==> src/rtl/uart_pixel_collector.sv <==
// Frame collector behind the UART receiver: waits for a sync byte, streams IMG_W*IMG_H
// pixels into a frame buffer, then verifies a trailing XOR checksum with an idle-timeout abort.
module uart_pixel_collector #(
    parameter int                    DATA_WIDTH  = 8,
    parameter int                    IMG_W       = 64,
    parameter int                    IMG_H       = 64,
    parameter int                    ADDR_WIDTH  = 12,
    parameter logic [DATA_WIDTH-1:0] SYNC_BYTE   = 8'hA5,
    parameter int                    TO_WIDTH    = 24,
    parameter int                    TIMEOUT_CYC = 1000000
) (
    input  logic                  clk_i_pix,
    input  logic                  rsnt_i_pix,
    input  logic [DATA_WIDTH-1:0] data_i_pix,
    input  logic                  valid_i_pix,
    output logic                  mem_we_o_pix,
    output logic [ADDR_WIDTH-1:0] mem_addr_o_pix,
    output logic [DATA_WIDTH-1:0] mem_data_o_pix,
    output logic                  busy_o_pix,
    output logic                  frame_done_o_pix,
    output logic                  frame_err_o_pix,
    output logic [1:0]            err_code_o_pix
);

    localparam int                    N_PIX    = IMG_W * IMG_H;
    localparam logic [ADDR_WIDTH-1:0] LAST_PIX = ADDR_WIDTH'(N_PIX - 1);
    localparam logic [ADDR_WIDTH-1:0] PIX_ONE  = ADDR_WIDTH'(1);
    localparam logic [TO_WIDTH-1:0]   TO_LAST  = TO_WIDTH'(TIMEOUT_CYC - 1);
    localparam logic [TO_WIDTH-1:0]   TO_ONE   = TO_WIDTH'(1);
    localparam logic [1:0]            ERR_NONE = 2'b00;
    localparam logic [1:0]            ERR_CSUM = 2'b01;
    localparam logic [1:0]            ERR_TOUT = 2'b10;

    typedef enum logic [1:0] {
        ST_IDLE   = 2'd0,
        ST_PIXELS = 2'd1,
        ST_CHECK  = 2'd2
    } state_t;

    function automatic logic [DATA_WIDTH-1:0] csum_step(
        input logic [DATA_WIDTH-1:0] acc,
        input logic [DATA_WIDTH-1:0] b
    );
        return acc ^ b;
    endfunction

    state_t                state_r, state_s;
    logic [ADDR_WIDTH-1:0] pix_cnt_r, pix_cnt_s;
    logic [DATA_WIDTH-1:0] csum_r, csum_s;
    logic [TO_WIDTH-1:0]   to_cnt_r, to_cnt_s;
    logic                  we_r, we_s;
    logic [ADDR_WIDTH-1:0] addr_r, addr_s;
    logic [DATA_WIDTH-1:0] data_r, data_s;
    logic                  busy_r, busy_s;
    logic                  done_r, done_s;
    logic                  err_r, err_s;
    logic [1:0]            code_r, code_s;
    logic                  expire_s;

    // Next-state and next-output logic; a strobe always takes priority over timeout expiry.
    always_comb begin
        state_s   = state_r;
        pix_cnt_s = pix_cnt_r;
        csum_s    = csum_r;
        to_cnt_s  = to_cnt_r;
        we_s      = 1'b0;
        addr_s    = addr_r;
        data_s    = data_r;
        busy_s    = busy_r;
        done_s    = 1'b0;
        err_s     = 1'b0;
        code_s    = code_r;
        expire_s  = (to_cnt_r == TO_LAST);

        case (state_r)
            ST_IDLE: begin
                to_cnt_s = {TO_WIDTH{1'b0}};
                if (valid_i_pix && (data_i_pix == SYNC_BYTE)) begin
                    state_s   = ST_PIXELS;
                    pix_cnt_s = {ADDR_WIDTH{1'b0}};
                    csum_s    = {DATA_WIDTH{1'b0}};
                    code_s    = ERR_NONE;
                    busy_s    = 1'b1;
                end else begin
                    busy_s = 1'b0;
                end
            end
            ST_PIXELS: begin
                if (valid_i_pix) begin
                    we_s     = 1'b1;
                    addr_s   = pix_cnt_r;
                    data_s   = data_i_pix;
                    csum_s   = csum_step(csum_r, data_i_pix);
                    to_cnt_s = {TO_WIDTH{1'b0}};
                    if (pix_cnt_r == LAST_PIX) begin
                        state_s = ST_CHECK;
                    end else begin
                        pix_cnt_s = pix_cnt_r + PIX_ONE;
                    end
                end else if (expire_s) begin
                    state_s  = ST_IDLE;
                    busy_s   = 1'b0;
                    err_s    = 1'b1;
                    code_s   = ERR_TOUT;
                    to_cnt_s = {TO_WIDTH{1'b0}};
                end else begin
                    to_cnt_s = to_cnt_r + TO_ONE;
                end
            end
            ST_CHECK: begin
                if (valid_i_pix) begin
                    state_s  = ST_IDLE;
                    busy_s   = 1'b0;
                    to_cnt_s = {TO_WIDTH{1'b0}};
                    if (data_i_pix == csum_r) begin
                        done_s = 1'b1;
                    end else begin
                        err_s  = 1'b1;
                        code_s = ERR_CSUM;
                    end
                end else if (expire_s) begin
                    state_s  = ST_IDLE;
                    busy_s   = 1'b0;
                    err_s    = 1'b1;
                    code_s   = ERR_TOUT;
                    to_cnt_s = {TO_WIDTH{1'b0}};
                end else begin
                    to_cnt_s = to_cnt_r + TO_ONE;
                end
            end
            default: begin
                state_s  = ST_IDLE;
                busy_s   = 1'b0;
                to_cnt_s = {TO_WIDTH{1'b0}};
            end
        endcase
    end

    // State and output registers; reset discards any partial frame silently.
    always_ff @(posedge clk_i_pix or negedge rsnt_i_pix) begin
        if (!rsnt_i_pix) begin
            state_r   <= ST_IDLE;
            pix_cnt_r <= {ADDR_WIDTH{1'b0}};
            csum_r    <= {DATA_WIDTH{1'b0}};
            to_cnt_r  <= {TO_WIDTH{1'b0}};
            we_r      <= 1'b0;
            addr_r    <= {ADDR_WIDTH{1'b0}};
            data_r    <= {DATA_WIDTH{1'b0}};
            busy_r    <= 1'b0;
            done_r    <= 1'b0;
            err_r     <= 1'b0;
            code_r    <= ERR_NONE;
        end else begin
            state_r   <= state_s;
            pix_cnt_r <= pix_cnt_s;
            csum_r    <= csum_s;
            to_cnt_r  <= to_cnt_s;
            we_r      <= we_s;
            addr_r    <= addr_s;
            data_r    <= data_s;
            busy_r    <= busy_s;
            done_r    <= done_s;
            err_r     <= err_s;
            code_r    <= code_s;
        end
    end

    assign mem_we_o_pix     = we_r;
    assign mem_addr_o_pix   = addr_r;
    assign mem_data_o_pix   = data_r;
    assign busy_o_pix       = busy_r;
    assign frame_done_o_pix = done_r;
    assign frame_err_o_pix  = err_r;
    assign err_code_o_pix   = code_r;

endmodule

==> config.mk <==
export PLATFORM = sky130hd
export DESIGN_NAME = uart_pixel_collector
export DESIGN_NICKNAME = d
export VERILOG_FILES = /design/src/rtl/uart_pixel_collector.sv
export SDC_FILE = /design/constraint.sdc
export NUM_CORES = 1
export LEC_CHECK = 0
export ABC_AREA = 0
export BUFFER_PORTS_ARGS = -buffer_cell sky130_fd_sc_hd__buf_2
export CORE_MARGIN = 3
export CORE_UTILIZATION = 52
export DETAILED_ROUTE_END_ITERATION = 12
export GPL_TIMING_DRIVEN = 0
export PLACE_DENSITY = 0.72
export SLEW_MARGIN = 10
export SYNTH_ARGS = -nofsm -noshare
export SYNTH_HDL_FRONTEND = slang
export SYNTH_SLANG_ARGS = --single-unit
==> constraint.sdc <==
create_clock -name clk_i_pix -period 3.9 [get_ports clk_i_pix]
set_input_delay 0.195 -clock clk_i_pix [delete_from_list [all_inputs] [get_ports clk_i_pix]]
set_output_delay 0.195 -clock clk_i_pix [all_outputs]
set_load 0.01 [all_outputs]
==> results.md <==
Logic synthesis:
- Synthesis produced a netlist with a net count of 369.
- The netlist uses 45 different library cells.
- In this run, synthesis produced a sequential element count of 72.
- The biggest area consumer among synthesized cells is sky130_fd_sc_hd__dfrtp_1.
- The portion of synthesized cell area occupied by the leading cell type is 50.8%.
- The combined area of all synthesized cells is 3540 um2.
- The post-synthesis instance total is 352.
- The most instantiated library cell after synthesis is sky130_fd_sc_hd__dfrtp_1.
- A synthesized cell averages 10.1 um2.
- Yosys attributes the largest share of cell area to sky130_fd_sc_hd__dfrtp_1, sky130_fd_sc_hd__mux2_2, sky130_fd_sc_hd__nor2_1.
- For this run, the leading register cell type out of synthesis is sky130_fd_sc_hd__dfrtp_1.
- After synthesis, the most frequently instantiated cells are sky130_fd_sc_hd__dfrtp_1, sky130_fd_sc_hd__nor2_1, sky130_fd_sc_hd__nand2_1.
- The number of synthesized flops with an enable pin is 0.
- Counting flops with an async set or reset pin after synthesis yields a share of 100%.
- The synthesis warning total is 0.
- Sequential elements use 50.8% of the synthesized area.

Floorplan:
- The floorplan has 29 rows.
- The area inside the core boundary is 6490 um2.
- The die outline area is 7840 um2.
- The count of boundary I/O pins is 37.
- In this run the vertical extent of the chip is 88.6 um.
- The initial utilization of the core area, before any placement, comes to 54.6%.
- The overall die width is 88.6 um.

Power:
- The internal power contribution is 1.58 mW.
- In this run, the combinational gates consume 29.6% of the power.
- The power after layout is 2.39 mW.
- The switching power is 813 uW.
- The net switching fraction of the power is 33.9%.
- Across the VDD grid, the largest voltage drop is 0.000398 V.
- The proportion of power drawn by flip-flops and latches is 41.5%.
- The clock network accounts for 28.8% of the total power.
- Power spread over the standard cell area amounts to 584 nW/um2.
- The analysis attributes to cell leakage a power of 1.79 nW.

CTS:
- The number of CTS-inserted buffers is 9.
- For this design, the sink count on the clock tree is 72.
- No sink is reached through more buffers than the 2 on the longest clock path.
- After clock tree synthesis, the setup repair step added 0 buffers.
- The number of levels the H-tree was split into is 3.
- The post-CTS clock slew at the launch and capture registers of the worst setup and hold paths is 0.08 ns.
- The buffer cell driving the clock tree root is sky130_fd_sc_hd__clkbuf_8.
- Gates resized during post-CTS repair numbered 0.
- The clock latency of the later-clocked register in the worst-skew pair is 0.34 ns.
- The CTS tree is done.

Placement:
- At the end of routability-driven placement, the weighted congestion stood at 0.813.
- Including well taps, the total number of placed cells is 466.
- The HPWL after detailed placement is 5000 um.
- The port buffer count is 36.

Routing:
- The routed layout has 2,789 vias.
- After detailed routing, the number of vias per cell comes to 5.77.
- The final layout contains routed wiring with a total length of 7140 um.
- For this block, the initial DRC count from the detailed router was 108.
- The pre-antenna-repair detailed-routing pass consisted of 4 iterations.
- For this run, design rule violations remaining after detail routing come to 0.
- The post-route antenna net violation count is 0.
- After detailed routing, the average wire length per cell comes to 14.8 um.

Critical path:
- The cell at the slowest stage of the critical path is sky130_fd_sc_hd__or4_1.
- The worst setup path is captured at a register.
- The number of buffer and inverter stages on the critical path is 4.
- The maximum fanout along the worst path is 9.
- In this run the register-to-register setup slack is 1.52 ns.
- The worst setup path is launched from a register.
- The arrival time of the worst setup path is 2.60 ns.
- The critical path goes through inv_1, ha_1, buf_2, inv_1, or4_1, clkbuf_1, o2111a_1, xnor2_1, nor2_1.
- For the worst setup path, the data required time is 4.12 ns.
- By instance count, the cell type seen most on the critical path is sky130_fd_sc_hd__inv_1.
- The cell family with the largest share of critical-path delay is buffers and inverters.
- In this design, the stage delay of the slowest critical-path cell is 0.54 ns.
- The critical path start-end classification is register to register.

Layout:
- The post-route netlist has 19.5% of its cells at a drive strength greater than 1.
- The final non-filler cell total is 483.
- 0 antenna diodes ended up in the layout.
- The count of nets after finishing is 418.
- From synthesis to final layout, the design area changed by 15.7%.

Global routing:
- Entering global routing, the biggest net connects 52 pins.
- The first global-routing pass estimated 12,300 um of wire.
- The all-layer global routing usage is 20.0%.
- The initial antenna violation count is 0.
- The busiest layer in global routing is met1.
- Global routing consumed, on the met2 layer, 28.8% of the routing resources.
- The met3 routing resource usage after global routing is 3.26%.
- For this run, global-route usage on met1 was measured as 30.1%.
- The number of global-route vias before repair is 2,574.
- The total overflow left after global routing is 0.

STA:
- The number of setup violations in the final report is 0.
- The final max-slew violation count came to 0.
- Hold is met by 0.150 ns.
- The pin slew with the least headroom to its limit is 0.571 ns.
- The final hold violation count is 0.
- For the final database, setup skew stands at 0.00974 ns.
- Based on the critical path, the design can be clocked at up to 420 MHz.
- The worst-case headroom to the max-slew limit is 61.9%.
- The post-route clock period utilization is 61.0%.
- Summed over all failing endpoints, the final setup total negative slack is 0 ns.
- Setup repair after global routing left no endpoint under its margin.
- The post-layout minimum cycle time is 2.38 ns.

Hold path:
- In this run the worst hold path is classified as input pin to register.

Flow run:
- Across the run, the number of max-cap violations was 0.

Outcome:
- The run finished with clean final reports.
[routing by layer]
metal,share of wire [%],up-vias
met5,0,-
met4,1.6,0
met3,4.6,9
met2,45,67
met1,49,1364
li1,-,1349
[cell usage in the layout (no fill, tap or decap), types with 2 or more instances in the layout]
master	n
sky130_fd_sc_hd__nor2_1	43
sky130_fd_sc_hd__clkbuf_8	12
sky130_fd_sc_hd__xnor2_1	17
sky130_fd_sc_hd__bufinv_16	2
sky130_fd_sc_hd__dfrtp_1	72
sky130_fd_sc_hd__a21oi_1	16
sky130_fd_sc_hd__xor2_1	17
sky130_fd_sc_hd__nor3_1	10
sky130_fd_sc_hd__nand3_1	12
sky130_fd_sc_hd__buf_2	40
sky130_fd_sc_hd__nand3b_1	2
sky130_fd_sc_hd__o221ai_1	2
sky130_fd_sc_hd__nor4_1	6
sky130_fd_sc_hd__mux2_2	16
sky130_fd_sc_hd__nand4b_1	2
sky130_fd_sc_hd__and4_1	2
sky130_fd_sc_hd__and2_1	2
sky130_fd_sc_hd__inv_1	16
sky130_fd_sc_hd__nand2_1	23
sky130_fd_sc_hd__and3_1	5
sky130_fd_sc_hd__clkinvlp_4	2
sky130_fd_sc_hd__ha_1	6
sky130_fd_sc_hd__o21ai_0	11
sky130_fd_sc_hd__buf_1	2
sky130_fd_sc_hd__nand4_1	16
sky130_fd_sc_hd__a31oi_1	10
sky130_fd_sc_hd__clkbuf_1	6
sky130_fd_sc_hd__o31ai_1	2
sky130_fd_sc_hd__or3_1	11
sky130_fd_sc_hd__a21boi_0	2
[per-stage QoR]
step	instance area [um2]	util [%]	worst slack (ns)
3_5_place_dp	3850	59.3	1.57
6_report	4100	63.1	1.52
5_1_grt	4100	63.1	1.34
3_3_place_gp	3820	58.8	1.61
2_1_floorplan	3540	-	1.84
4_1_cts	4100	63.1	1.55
[cell type report]
class	count	area, um2
Fill cell	529	2390
Sequential cell	72	1800
Multi-Input combinational cell	251	1630
Timing Repair Buffer	38	220
Clock buffer	12	165
Tap cell	77	96.3
Clock inverter	4	75.1
Inverter	16	60.1
Buffer	13	55.1
[sequential cells by signal (all words and copies together), names as in the netlist]
register,cells
busy_o_pix,1
csum_r,8
err_code_o_pix,2
frame_done_o_pix,1
frame_err_o_pix,1
mem_addr_o_pix,12
mem_data_o_pix,8
mem_we_o_pix,1
pix_cnt_r,12
state_r,2
to_cnt_r,24
[repair_timing]
action                                  4_1_cts  5_1_grt
hold buffers                                  1        0
endpoints found under the setup margin        0        0
endpoints found under the hold margin        21        0
[kinds of logic (layout without fill, tap and decap cells)]
family	Yosys count	after routing	synth area share [%]
and+or+nand+nor	142	142	20.3
DFF	72	72	50.8
AOI/OAI and AO/OA	53	53	9.99
xor gates and xnor gates	34	34	8.40
buffers and inverters	29	83	3.25
muxes	16	16	5.08
adders and majority gates	6	6	2.12
[power groups by stage]
stage / combinational [mW] / clock, mW / sequential (mW)
after floorplan: 0.450 / 0 / 1.03
after global placement: 0.691 / 0 / 1.00
after global routing: 0.798 / 0.742 / 1.02
final: 0.710 / 0.691 / 0.994
after detailed placement: 0.710 / 0 / 1.01
after CTS: 0.714 / 0.707 / 0.994
[worst paths after layout]
check,start,endpoint,depth (start not counted)
max in group asynchronous,rsnt_i_pix,csum_r[7],3
min in group asynchronous,rsnt_i_pix,to_cnt_r[11],2
hold reg to reg,to_cnt_r[0],to_cnt_r[0],1
setup / recovery,state_r[1],pix_cnt_r[3],9
setup reg to reg,state_r[1],pix_cnt_r[3],9
hold / removal,data_i_pix[3],mem_data_o_pix[3],2
[worst reg2reg max path: stages, from the launching register on]
cell	delay (ns)
sky130_fd_sc_hd__dfrtp_1	0.40
sky130_fd_sc_hd__inv_1	0.11
sky130_fd_sc_hd__ha_1	0.14
sky130_fd_sc_hd__buf_2	0.19
sky130_fd_sc_hd__inv_1	0.13
sky130_fd_sc_hd__or4_1	0.54
sky130_fd_sc_hd__clkbuf_1	0.19
sky130_fd_sc_hd__o2111a_1	0.33
sky130_fd_sc_hd__xnor2_1	0.16
sky130_fd_sc_hd__nor2_1	0.06
No activity file was read; power rests on OpenSTA's default activity.
